$ cat config.mk
export PLATFORM = sky130hd
export DESIGN_NAME = grain_stream_xor
export DESIGN_NICKNAME = d
export VERILOG_FILES = /design/src/rtl/grain_stream_xor.sv
export SDC_FILE = /design/constraint.sdc
export NUM_CORES = 1
export LEC_CHECK = 0
export BUFFER_PORTS_ARGS = -buffer_cell sky130_fd_sc_hd__buf_2
export CAP_MARGIN = 30
export CORE_MARGIN = 10
export CORE_UTILIZATION = 30
export DETAILED_ROUTE_END_ITERATION = 10
export MAX_ROUTING_LAYER = met4
export SYNTH_ARGS = -nofsm -noshare
export SYNTH_HDL_FRONTEND = slang
export SYNTH_SLANG_ARGS = --single-unit
export TNS_END_PERCENT = 20
$ cat constraint.sdc
create_clock -name clk -period 3 [get_ports clk]
set_input_delay 0.15 -clock clk [delete_from_list [all_inputs] [get_ports clk]]
set_output_delay 0.15 -clock clk [all_outputs]
set_load 0.05 [all_outputs]
$ cat src/rtl/grain_stream_xor.sv
// -----------------------------------------------------------------------------
// grain_stream_xor
//
// Consumer of a Grain-128a keystream generator. It runs the generator's session
// control, pulls one keystream bit per advance, packs the bits LSB-first into
// bytes, and buffers the bytes in a small circular FIFO. Each accepted data byte
// is XORed with the oldest buffered keystream byte and presented on a
// registered valid/ready output.
//
// Ports:
//   clk         system clock, rising edge
//   reset       asynchronous active-high reset
//   start       one-cycle pulse; starts (or restarts) a cipher session
//   gen_init    one-cycle request to the generator to reload key/IV
//   gen_ready   generator warmed up; ks_bit is valid
//   ks_bit      current keystream bit from the generator
//   ks_advance  consume ks_bit; generator shifts on this clock edge
//   in_valid    in_data valid
//   in_data     plaintext/ciphertext byte
//   in_ready    block accepts in_data this cycle
//   out_valid   out_data valid
//   out_data    in_data XOR keystream byte
//   out_ready   downstream accepts out_data
//   busy        session active (not idle)
//   byte_count  bytes emitted since the last start, wraps at 2^32
// -----------------------------------------------------------------------------
module grain_stream_xor #(
    parameter int KS_DEPTH = 4
) (
    input  logic        clk,
    input  logic        reset,
    input  logic        start,
    output logic        gen_init,
    input  logic        gen_ready,
    input  logic        ks_bit,
    output logic        ks_advance,
    input  logic        in_valid,
    input  logic [7:0]  in_data,
    output logic        in_ready,
    output logic        out_valid,
    output logic [7:0]  out_data,
    input  logic        out_ready,
    output logic        busy,
    output logic [31:0] byte_count
);

    localparam int AW = (KS_DEPTH > 1) ? $clog2(KS_DEPTH) : 1;

    localparam logic [1:0] S_IDLE = 2'd0;
    localparam logic [1:0] S_LOAD = 2'd1;
    localparam logic [1:0] S_WAIT = 2'd2;
    localparam logic [1:0] S_RUN  = 2'd3;

    localparam logic [AW:0]   FULL_CNT = (AW + 1)'(KS_DEPTH);
    localparam logic [AW:0]   CNT_ONE  = (AW + 1)'(1);
    localparam logic [AW-1:0] PTR_ONE  = AW'(1);

    logic [1:0]    state;
    logic [7:0]    fifo_mem [KS_DEPTH];
    logic [AW-1:0] wr_ptr;
    logic [AW-1:0] rd_ptr;
    logic [AW:0]   fifo_cnt;
    logic [2:0]    bit_cnt;
    logic [6:0]    shreg;

    logic fifo_full;
    logic fifo_not_empty;
    logic push;
    logic pop;
    logic out_fire;

    assign fifo_full      = (fifo_cnt == FULL_CNT);
    assign fifo_not_empty = (fifo_cnt != '0);

    // The last bit of a byte is only pulled when there is room to store the
    // completed byte, so a full FIFO stalls the generator at bit 7.
    assign ks_advance = (state == S_RUN) && gen_ready && !(fifo_full && (bit_cnt == 3'd7));
    assign push       = ks_advance && (bit_cnt == 3'd7);

    // Buffered bytes stay usable while the generator is re-warming (WAIT).
    assign in_ready = ((state == S_RUN) || (state == S_WAIT)) && fifo_not_empty &&
                      (!out_valid || out_ready);
    assign pop      = in_valid && in_ready;
    assign out_fire = out_valid && out_ready;

    assign gen_init = (state == S_LOAD);
    assign busy     = (state != S_IDLE);

    // Keystream byte storage; contents are don't-care until written.
    always_ff @(posedge clk) begin
        if (push) begin
            fifo_mem[wr_ptr] <= {ks_bit, shreg};
        end
    end

    always_ff @(posedge clk or posedge reset) begin
        if (reset) begin
            state      <= S_IDLE;
            wr_ptr     <= '0;
            rd_ptr     <= '0;
            fifo_cnt   <= '0;
            bit_cnt    <= '0;
            shreg      <= '0;
            out_valid  <= 1'b0;
            out_data   <= '0;
            byte_count <= '0;
        end else if (start) begin
            // New session: anything buffered or in flight belongs to the old key.
            state      <= S_LOAD;
            wr_ptr     <= '0;
            rd_ptr     <= '0;
            fifo_cnt   <= '0;
            bit_cnt    <= '0;
            shreg      <= '0;
            out_valid  <= 1'b0;
            byte_count <= '0;
        end else begin
            case (state)
                S_LOAD:  state <= S_WAIT;
                S_WAIT:  if (gen_ready) state <= S_RUN;
                S_RUN:   if (!gen_ready) state <= S_WAIT;
                default: state <= state;
            endcase

            // Bits arrive LSB first; bit 7 bypasses the shift register and
            // goes straight into the FIFO together with bits 0..6.
            if (ks_advance) begin
                if (bit_cnt != 3'd7) begin
                    shreg[bit_cnt] <= ks_bit;
                end
                bit_cnt <= bit_cnt + 3'd1;
            end

            if (push) begin
                wr_ptr <= wr_ptr + PTR_ONE;
            end
            if (pop) begin
                rd_ptr <= rd_ptr + PTR_ONE;
            end
            case ({push, pop})
                2'b10:   fifo_cnt <= fifo_cnt + CNT_ONE;
                2'b01:   fifo_cnt <= fifo_cnt - CNT_ONE;
                default: fifo_cnt <= fifo_cnt;
            endcase

            if (pop) begin
                out_data   <= in_data ^ fifo_mem[rd_ptr];
                out_valid  <= 1'b1;
                byte_count <= byte_count + 32'd1;
            end else if (out_fire) begin
                out_valid <= 1'b0;
            end
        end
    end

endmodule

# == Word-level counts from Yosys, hierarchy flattened ==
# Memories as Yosys holds them, arrays and structs flattened.
# Cells that the tools add are included.
# word_totals
n_memories,1
regBits,60
ramBits,32
wordCells,80
# memory_table
memory,depth,width,rd,rd_ports_with_merged_regs,wr,line_no,text
fifo_mem,4,8,1,0,1,59,logic [7:0] fifo_mem [KS_DEPTH];
# op_classes
mux,25
bitwise,2
eq_ne,10
n_addsub,6
order_cmp,2
reduce_logical,25
# ops
op,n
32-bit two-way mux,2
"32-bit by 1-bit adder with 32-bit output, second input constant",1
7-bit two-way mux,3
2-bit two-way mux,7
2-bit nonzero test,5
1-bit logical AND,9
3-bit two-way mux,3
"3-bit != test, second input constant",3
3-bit nonzero test,3
8-bit XOR,1
7-bit bitwise mux,1
"3-bit by 1-bit adder with 3-bit output, second input constant",2
"2-bit == test, second input constant",3
"3-bit == test, second input constant",2
1-bit two-way mux,6
2-bit one-hot mux with 3 select lines,1
3-bit one-hot mux with 2 select lines,1
"2-bit by 1-bit adder with 2-bit output, second input constant",2
"2-bit by 1-bit == test with 1-bit output, second input constant",2
"3-bit by 4-bit < comparator with 1-bit output, second input constant",1
2-bit AND reduction,2
4-bit nonzero test,1
1-bit demux with 3-bit select,1
"3-bit by 1-bit >= comparator with 1-bit output, second input constant",1
5 further kinds,7

# == Depth between registers and ports, before layout ==
# Gate-level depths: netlist (run 1).
# logic_depth
depth_word,8
depth_mapped,9
ltp_nobuf,9

# == Worst setup path after synthesis (run 1) ==
# OpenSTA, ideal clock, no wires.
# synth_timing
path_kind,register to register
startpoint,reg bit_cnt[1]
endpoint,reg bit_cnt[2]
path_stages_with_launch,6
path_buffers,0
arrival_ps,2273
slack_ps,596
path_cell_list,dfrtp_1 -> ha_1 -> ha_1 -> a31oi_1 -> mux2i_1 -> nor2_1
# synth_via
elab_chain_cells,5
word_cells_on_any_way,8
classes_between,add/sub (1); eq/ne (1); mux (2); reduce/logical (4)
# synth_rtl
item,line_no,text
start: declaration,63,logic [2:0] bit_cnt;
start signal: assignment,131,bit_cnt <= bit_cnt + 3'd1;
3-bit == test,77,assign ks_advance = (state == S_RUN) && gen_ready && !(fifo_full && (bit_cnt == 3'd7));
1-bit logical AND,77,
1-bit logical NOT,77,
1-bit logical AND,77,
named net ks_advance,36,"output logic ks_advance,"
2-bit nonzero test (no line),-,
# The timed path passes the listed nets, and every way through them passes these cells. The select of a mux whose other input is x is not followed.
# A chain may end at the register's enable or synchronous reset.

# == Final worst setup path (run 1) ==
# layout_timing
startpoint,reg bit_cnt[1]
endpoint,reg fifo_cnt[2]
# layout_via
elab_chain_cells,8
word_cells_on_any_way,10
classes_between,eq/ne (3); mux (2); reduce/logical (5)
# layout_rtl
item,line_no,text
3-bit == test *,"77, 78",
1-bit logical AND,77,
1-bit logical NOT,77,
1-bit logical AND,77,
1-bit logical AND *,78,assign push = ks_advance && (bit_cnt == 3'd7);
2-bit by 1-bit == test with 1-bit output / 2-bit == test (equally long branches),140,"case ({push, pop})"
3-bit one-hot mux with 2 select lines,140,
3-bit two-way mux,107,end else if (start) begin
end signal: assignment,141,2'b10: fifo_cnt <= fifo_cnt + CNT_ONE;
end signal: assignment,142,2'b01: fifo_cnt <= fifo_cnt - CNT_ONE;
end signal: assignment,143,default: fifo_cnt <= fifo_cnt;
end: declaration,62,logic [AW:0] fifo_cnt;
# Every way passes the cells marked *; elsewhere a longest branch is shown, timed or not.

==> out/summary.txt, run 1 <==
Die Span Y - 140 um
die area - 19700 um2
Residual DRC - 0
RSZ-0062 raised after global routing - false
clock group share of total power - 45.9%
final setup vio count - 0
synthesized area - 4350 um2
syn nets - 378
drt via density - 4.73
Slew @ Worst Pin - 0.602 ns
grt ovf - 0
Area Growth Syn to Fin - 18.1%
P_int - 0.00201 W
worst reg2reg startpoint - bit_cnt[1]
Finished Core Util - 36.5%
max-slew violations - 0
placed inst area - 4810 um2
Clock Path Buffers - 2
Setup TNS Final - 0 ns
num ports - 60
worst r2r path cells - 9
Synth cell types - 49
Fin. Hold Viols - 0
share of cells above drive strength 1 - 25.8%
Initial Util - 30.9%
Vias - 2847
Buffers on Ports - 59
initial drt markers - 275
commonest non-fill, non-tap cell in the layout - dfrtp_1
Placer Congestion - 0.810
Fin Hold WS - 0.0654 ns
post-CTS sizing - 0
most frequent cells in the layout - dfrtp_1, buf_2, nor2_1, xnor2_1, edfxtp_1
Detailed Routing Iterations Pass 1 - 4
CP endpoint kind - flop
All-Layer GR Usage - 10.2%
Post-synth EDFFs - 32
CTS tree - yes
Pwr Density - 499 nW/um2
chip width - 140 um
crit path capture - fifo_cnt[2]
Ys Warns - 0
Synth async-reset ratio - 65.2%
dpl ws - 0.537 ns
cell row count - 43
Mean Syn Cell Area - 12.2 um2
maximum VDD drop - 0.280 mV
reg2reg end - fifo_cnt[2]
status - finished clean
combinational power share - 3.1%
first-pass GRT wire length - 15900 um
Max-cap violations - 0
startpoint types - flop
routed wire length - 9410 um
final-layout fill cell count - 1387
ANT cells - 0
final net count - 440
sequential area share after synthesis - 56.7%
slew margin rel. - 59.9%
H-tree lvl count - 3
CTS buffer count - 9
Max Clk Rate - 400 MHz
Leakage - 2.14 nW
Psw - 0.000547 W
required time of the critical path - 3.20 ns
ANT nets after route - 0
crit path from - bit_cnt[1]
period utilization - 83.3%
initial antenna violation count - 0
reg2reg setup slack - 0.50 ns
fin crit period - 2.50 ns
flops & latches, synth - 92
Seq pwr share - 51.0%
clk slew on worst S/H paths - 0.06 ns
Net Sw Frac - 21.4%
Core Box Area - 14000 um2
ys flop type - dfrtp_1
Clock Sinks - 92
Setup CP Type - reg2reg
Root Buffer - clkbuf_16
maximum fanout along the worst path - 10
Hold Crit Class - in2reg
vias in the first global route - 2922
Avg WL per Cell - 15.6 um
Syn Inst Count - 355
final worst setup slack - 0.500 ns
hpwl dp - 6500 um
CP arrival - 2.70 ns
post-route cell area - 5130 um2
largest net degree at the start of global routing - 29
final clock skew - 0.00568 ns
worst-skew pair later-pin latency - 0.34 ns
## final cells by class
| type | count | area [um2] | share of cell area (%) |
|---|---|---|---|
| Clock buffer | 11 | 253 | 4.92 |
| Clock inverter | 5 | 60.1 | 1.17 |
| Inverter | 6 | 22.5 | 0.439 |
| Multi-Input combinational cell | 242 | 1760 | 34.3 |
| Sequential cell | 92 | 2460 | 48.0 |
| Tap cell | 180 | 225 | 4.39 |
| Timing Repair Buffer | 66 | 350 | 6.83 |
## per-layer routing
metal / share of wire, % / vias up / track usage [%] / wire length, um
li1: - / 1381 / - / -
met3: 5.7 / 8 / 3.82 / 532
met2: 44 / 73 / 14.6 / 4160
met5: 0 / - / - / 0
met1: 49 / 1385 / 13.3 / 4620
met4: 1.0 / 0 / 2.66 / 95
## state kept, by name, indices dropped and copies added, names as in the netlist
register / count
bit_cnt: 3
byte_count: 32
fifo_cnt: 3
fifo_mem: 32
out_data: 8
out_valid: 1
rd_ptr: 2
shreg: 7
state: 2
wr_ptr: 2
## what timing repair did
item                                   CTS  global route
endpoints found under the hold margin   24             0
buffers inserted                         0             0
hold buffers                             1             0
## synthesized netlist by cell type, types with 7 or more instances
master,count,area [um2]
nand3_1,9,45.0
nand2_1,18,67.6
a21oi_1,16,80.1
ha_1,7,87.6
and4_1,7,61.3
nor2_1,54,203
nor3_1,14,70.1
mux2i_1,10,100
mux4_2,8,180
dfrtp_1,60,1500
edfxtp_1,32,961
xnor2_1,35,307
## logic make-up after synthesis
logic type / after synthesis / share of synthesized area, %
multiplexers: 19 / 6.71
AND/OR/NAND/NOR: 153 / 20.4
XOR/XNOR: 38 / 7.66
buffers and inverters: 21 / 2.85
AO/OA/AOI/OAI: 24 / 3.20
flip-flops: 92 / 56.7
adder cells (fa/ha/maj): 8 / 2.48
## power groups by stage
stage | clock network [W] | registers [W] | logic, W
2_1_floorplan | 0 | 0.00133 | 0.0000539
3_3_place_gp | 0 | 0.00133 | 0.0000786
3_5_place_dp | 0 | 0.00133 | 0.0000802
4_1_cts | 0.00120 | 0.00130 | 0.0000817
5_1_grt | 0.00126 | 0.00130 | 0.0000885
6_report | 0.00118 | 0.00130 | 0.0000788
## how the worst min path moves through the flow
stage              start              to  slack (ns)  depth (start not counted)
2_1_floorplan     ks_bit  fifo_mem[0][7]        0.25                          0
3_3_place_gp       reset  byte_count[28]        0.23                          2
3_5_place_dp       reset  byte_count[27]        0.24                          2
4_1_cts        gen_ready        state[0]        0.06                          2
5_1_grt        gen_ready        state[0]        0.07                          2
6_report       gen_ready        state[0]        0.07                          2
## critical path, stage by stage, from the launching register on
cell and delay, ns:
dfrtp_1 0.47, ha_1 0.20, ha_1 0.21, inv_1 0.09
a211oi_4 0.38, nor2_1 0.11, fa_1 0.40, nor3_1 0.25
o21ai_0 0.11, nor3b_1 0.15
## through the flow
stage               std cells  power [W]
floorplan                 355    0.00138
CTS                       602    0.00259
global placement          585    0.00141
global route              602    0.00266
detailed placement        585    0.00141
finish                    602    0.00256
No activity file was read; power rests on OpenSTA's default activity.
==> inputs of run 2 (changes only) <==
==> constraint.sdc (replaced) <==
create_clock -name clk -period 2.5 [get_ports clk]
set_input_delay 0.125 -clock clk [delete_from_list [all_inputs] [get_ports clk]]
set_output_delay 0.125 -clock clk [all_outputs]
set_load 0.05 [all_outputs]
==> run 2 against run 1 <==
Net effect: sequential share of layout area increased by 0.25 points; sequential power increased by 21%; critical path depth unchanged; first-iteration DRC count decreased by 33%; flip-flop and latch count unchanged; cell count increased by 0.33%; clock power increased by 7%; worst hold slack got worse by 0.0097 ns; worst setup slack got worse by 0.21 ns; register-to-register slack got worse by 0.21 ns; non-clock buffer count increased by 2; utilization decreased by 0.19 points; largest cell class unchanged.
==> out/summary.txt, run 2 (synthesized netlist as in run 1, its figures left out) <==
status - finished clean (unchanged)
slew margin rel. - 59.0% (was 59.9%)
Clock Sinks - 92 (unchanged)
Buffers on Ports - 59 (unchanged)
ANT cells - 0 (unchanged)
Hold Crit Class - in2reg (unchanged)
register area - 2460 um2 (unchanged)
Seq pwr share - 53.7% (was 51.0%)
cell row count - 43 (unchanged)
num ports - 60 (unchanged)
Slew @ Worst Pin - 0.615 ns (was 0.602 ns)
final setup vio count - 0 (unchanged)
Net Sw Frac - 21.7% (was 21.4%)
CTS tree - yes (unchanged)
final worst setup slack - 0.294 ns (was 0.500 ns)
final-layout fill cell count - 1348 (was 1387)
crit path cell chain - ha_1 -> ha_1 -> inv_1 -> a211oi_4 -> nor2_1 -> fa_1 -> nor3_1 -> o21ai_0 -> nor3b_1 (unchanged)
chip width - 140 um (unchanged)
setup bufs post-CTS - 0 (unchanged)
Finished Core Util - 36.4% (was 36.5%)
Fin. Hold Viols - 0 (unchanged)
Worst path depth - 9 (unchanged)
Residual DRC - 0 (unchanged)
H-tree lvl count - 3 (unchanged)
period utilization - 88.2% (was 83.3%)
fin crit period - 2.21 ns (was 2.50 ns)
reg2reg setup slack - 0.29 ns (was 0.50 ns)
share of cells above drive strength 1 - 25.5% (was 25.8%)
Psw - 0.000633 W (was 0.000547 W)
crit path capture - fifo_cnt[2] (unchanged)
dpl ws - 0.339 ns (was 0.537 ns)
Avg WL per Cell - 15.8 um (was 15.6 um)
Vias - 2875 (was 2847)
CP arrival - 2.43 ns (was 2.70 ns)
Initial Util - 30.9% (unchanged)
Die Span Y - 140 um (unchanged)
required time of the critical path - 2.73 ns (was 3.20 ns)
Slowest-stage cell, CP - dfrtp_1 (unchanged)
drt via density - 4.76 (was 4.73)
Setup TNS Final - 0 ns (unchanged)
initial antenna violation count - 0 (unchanged)
crit path from - bit_cnt[1] (unchanged)
Hold Path Stages - 2 (unchanged)
max-slew violations - 0 (unchanged)
Root Buffer - clkbuf_16 (unchanged)
maximum fanout along the worst path - 9 (was 10)
Area Growth Syn to Fin - 17.5% (was 18.1%)
maximum VDD drop - 0.308 mV (was 0.280 mV)
worst r2r path cells - 9 (unchanged)
Setup CP Type - reg2reg (unchanged)
Fin Hold WS - 0.0557 ns (was 0.0654 ns)
CP endpoint kind - flop (unchanged)
clock group share of total power - 43.1% (was 45.9%)
die area - 19700 um2 (unchanged)
hpwl dp - 6780 um (was 6500 um)
clk slew on worst S/H paths - 0.06 ns (about the same)
commonest non-fill, non-tap cell in the layout - dfrtp_1 (unchanged)
most frequent cells in the layout - dfrtp_1, buf_2, nor2_1, xnor2_1, edfxtp_1 (unchanged)
routed wire length - 9550 um (was 9410 um)
Top delay family on crit path - adder cells (unchanged)
final clock skew - 0.00783 ns (was 0.00568 ns)
final net count - 442 (was 440)
Max-cap violations - 0 (unchanged)
combinational power share - 3.3% (was 3.1%)
Detailed Routing Iterations Pass 1 - 4 (unchanged)
Core Box Area - 14000 um2 (unchanged)
initial drt markers - 183 (was 275)
Pwr Density - 571 nW/um2 (was 499 nW/um2)
startpoint types - flop (unchanged)
crit path buf inv count - 1 (unchanged)
grt ovf - 0 (unchanged)
largest net degree at the start of global routing - 32 (was 29)
Crit path largest cell delay - 0.49 ns (was 0.47 ns)
P_int - 0.00228 W (was 0.00201 W)
Leakage - 2.14 nW (about the same)
cell mode on critical path - ha_1 (unchanged)
Max Clk Rate - 453 MHz (was 400 MHz)
first-pass GRT wire length - 15700 um (was 15900 um)
CTS buffer count - 9 (unchanged)
vias in the first global route - 2953 (was 2922)
Placer Congestion - 0.801 (was 0.810)
area of the multi-input gates - 1760 um2 (unchanged)
hold_buf cts - 1 (unchanged)
largest registers - byte_count: 32 flops, fifo_mem: 32 flops, out_data: 8 flops (unchanged)
reg2reg end - fifo_cnt[2] (unchanged)
Clock Path Buffers - 2 (unchanged)
RSZ-0062 raised after global routing - false (unchanged)
ANT nets after route - 0 (unchanged)
worst-skew pair later-pin latency - 0.34 ns (about the same)
All-Layer GR Usage - 10.0% (was 10.2%)
worst reg2reg startpoint - bit_cnt[1] (unchanged)
post-CTS sizing - 0 (unchanged)
[run 2: worst min-delay path by stage]
stage | from | end
after floorplan | ks_bit | fifo_mem[0][7]
after global placement | reset | wr_ptr[0]
after detailed placement | reset | wr_ptr[1]
after CTS | gen_ready | state[0]
after global routing | in_data[5] | out_data[5]
final | gen_ready | state[0]
[run 2: area by class of cell]
class                           instances  share of cell area, %
Timing Repair Buffer                   68                   7.16
Clock buffer                           12                   4.83
Tap cell                              180                   4.41
Inverter                                6                  0.441
Clock inverter                          4                  0.490
Sequential cell                        92                   48.2
Multi-Input combinational cell        242                   34.5
[run 2: power by group through the flow]
stage          clock (W)  sequential [W]  combinational [W]
2_1_floorplan          0         0.00159          0.0000647
3_3_place_gp           0         0.00159          0.0000949
3_5_place_dp           0         0.00160          0.0000966
4_1_cts          0.00129         0.00157          0.0000987
5_1_grt          0.00135         0.00157           0.000107
6_report         0.00126         0.00157          0.0000954
[run 2: worst register-to-register path, delay by kind of cell (launching register included)]
| kind | cells | cell delay [ns] |
|---|---|---|
| AOI/OAI and AO/OA | 2 | 0.26 |
| adders and majority gates | 3 | 0.80 |
| buffers and inverters | 1 | 0.09 |
| DFF | 1 | 0.49 |
| and+or+nand+nor | 3 | 0.47 |
[run 2: through the flow]
stage / instances / instance area, um2 / power, W
detailed placement: 587 / 4820 / 0.00169
finish: 604 / 5110 / 0.00292
floorplan: 355 / 4350 / 0.00166
global route: 604 / 5110 / 0.00303
CTS: 604 / 5110 / 0.00295
global placement: 587 / 4820 / 0.00169
[run 2: routing by layer]
metal	wire length, um	track usage (%)	part of all wire [%]
met1	4590	12.9	48
met2	4280	14.5	45
met3	586	3.68	6.1
met4	89	2.55	0.93
met5	0	-	0
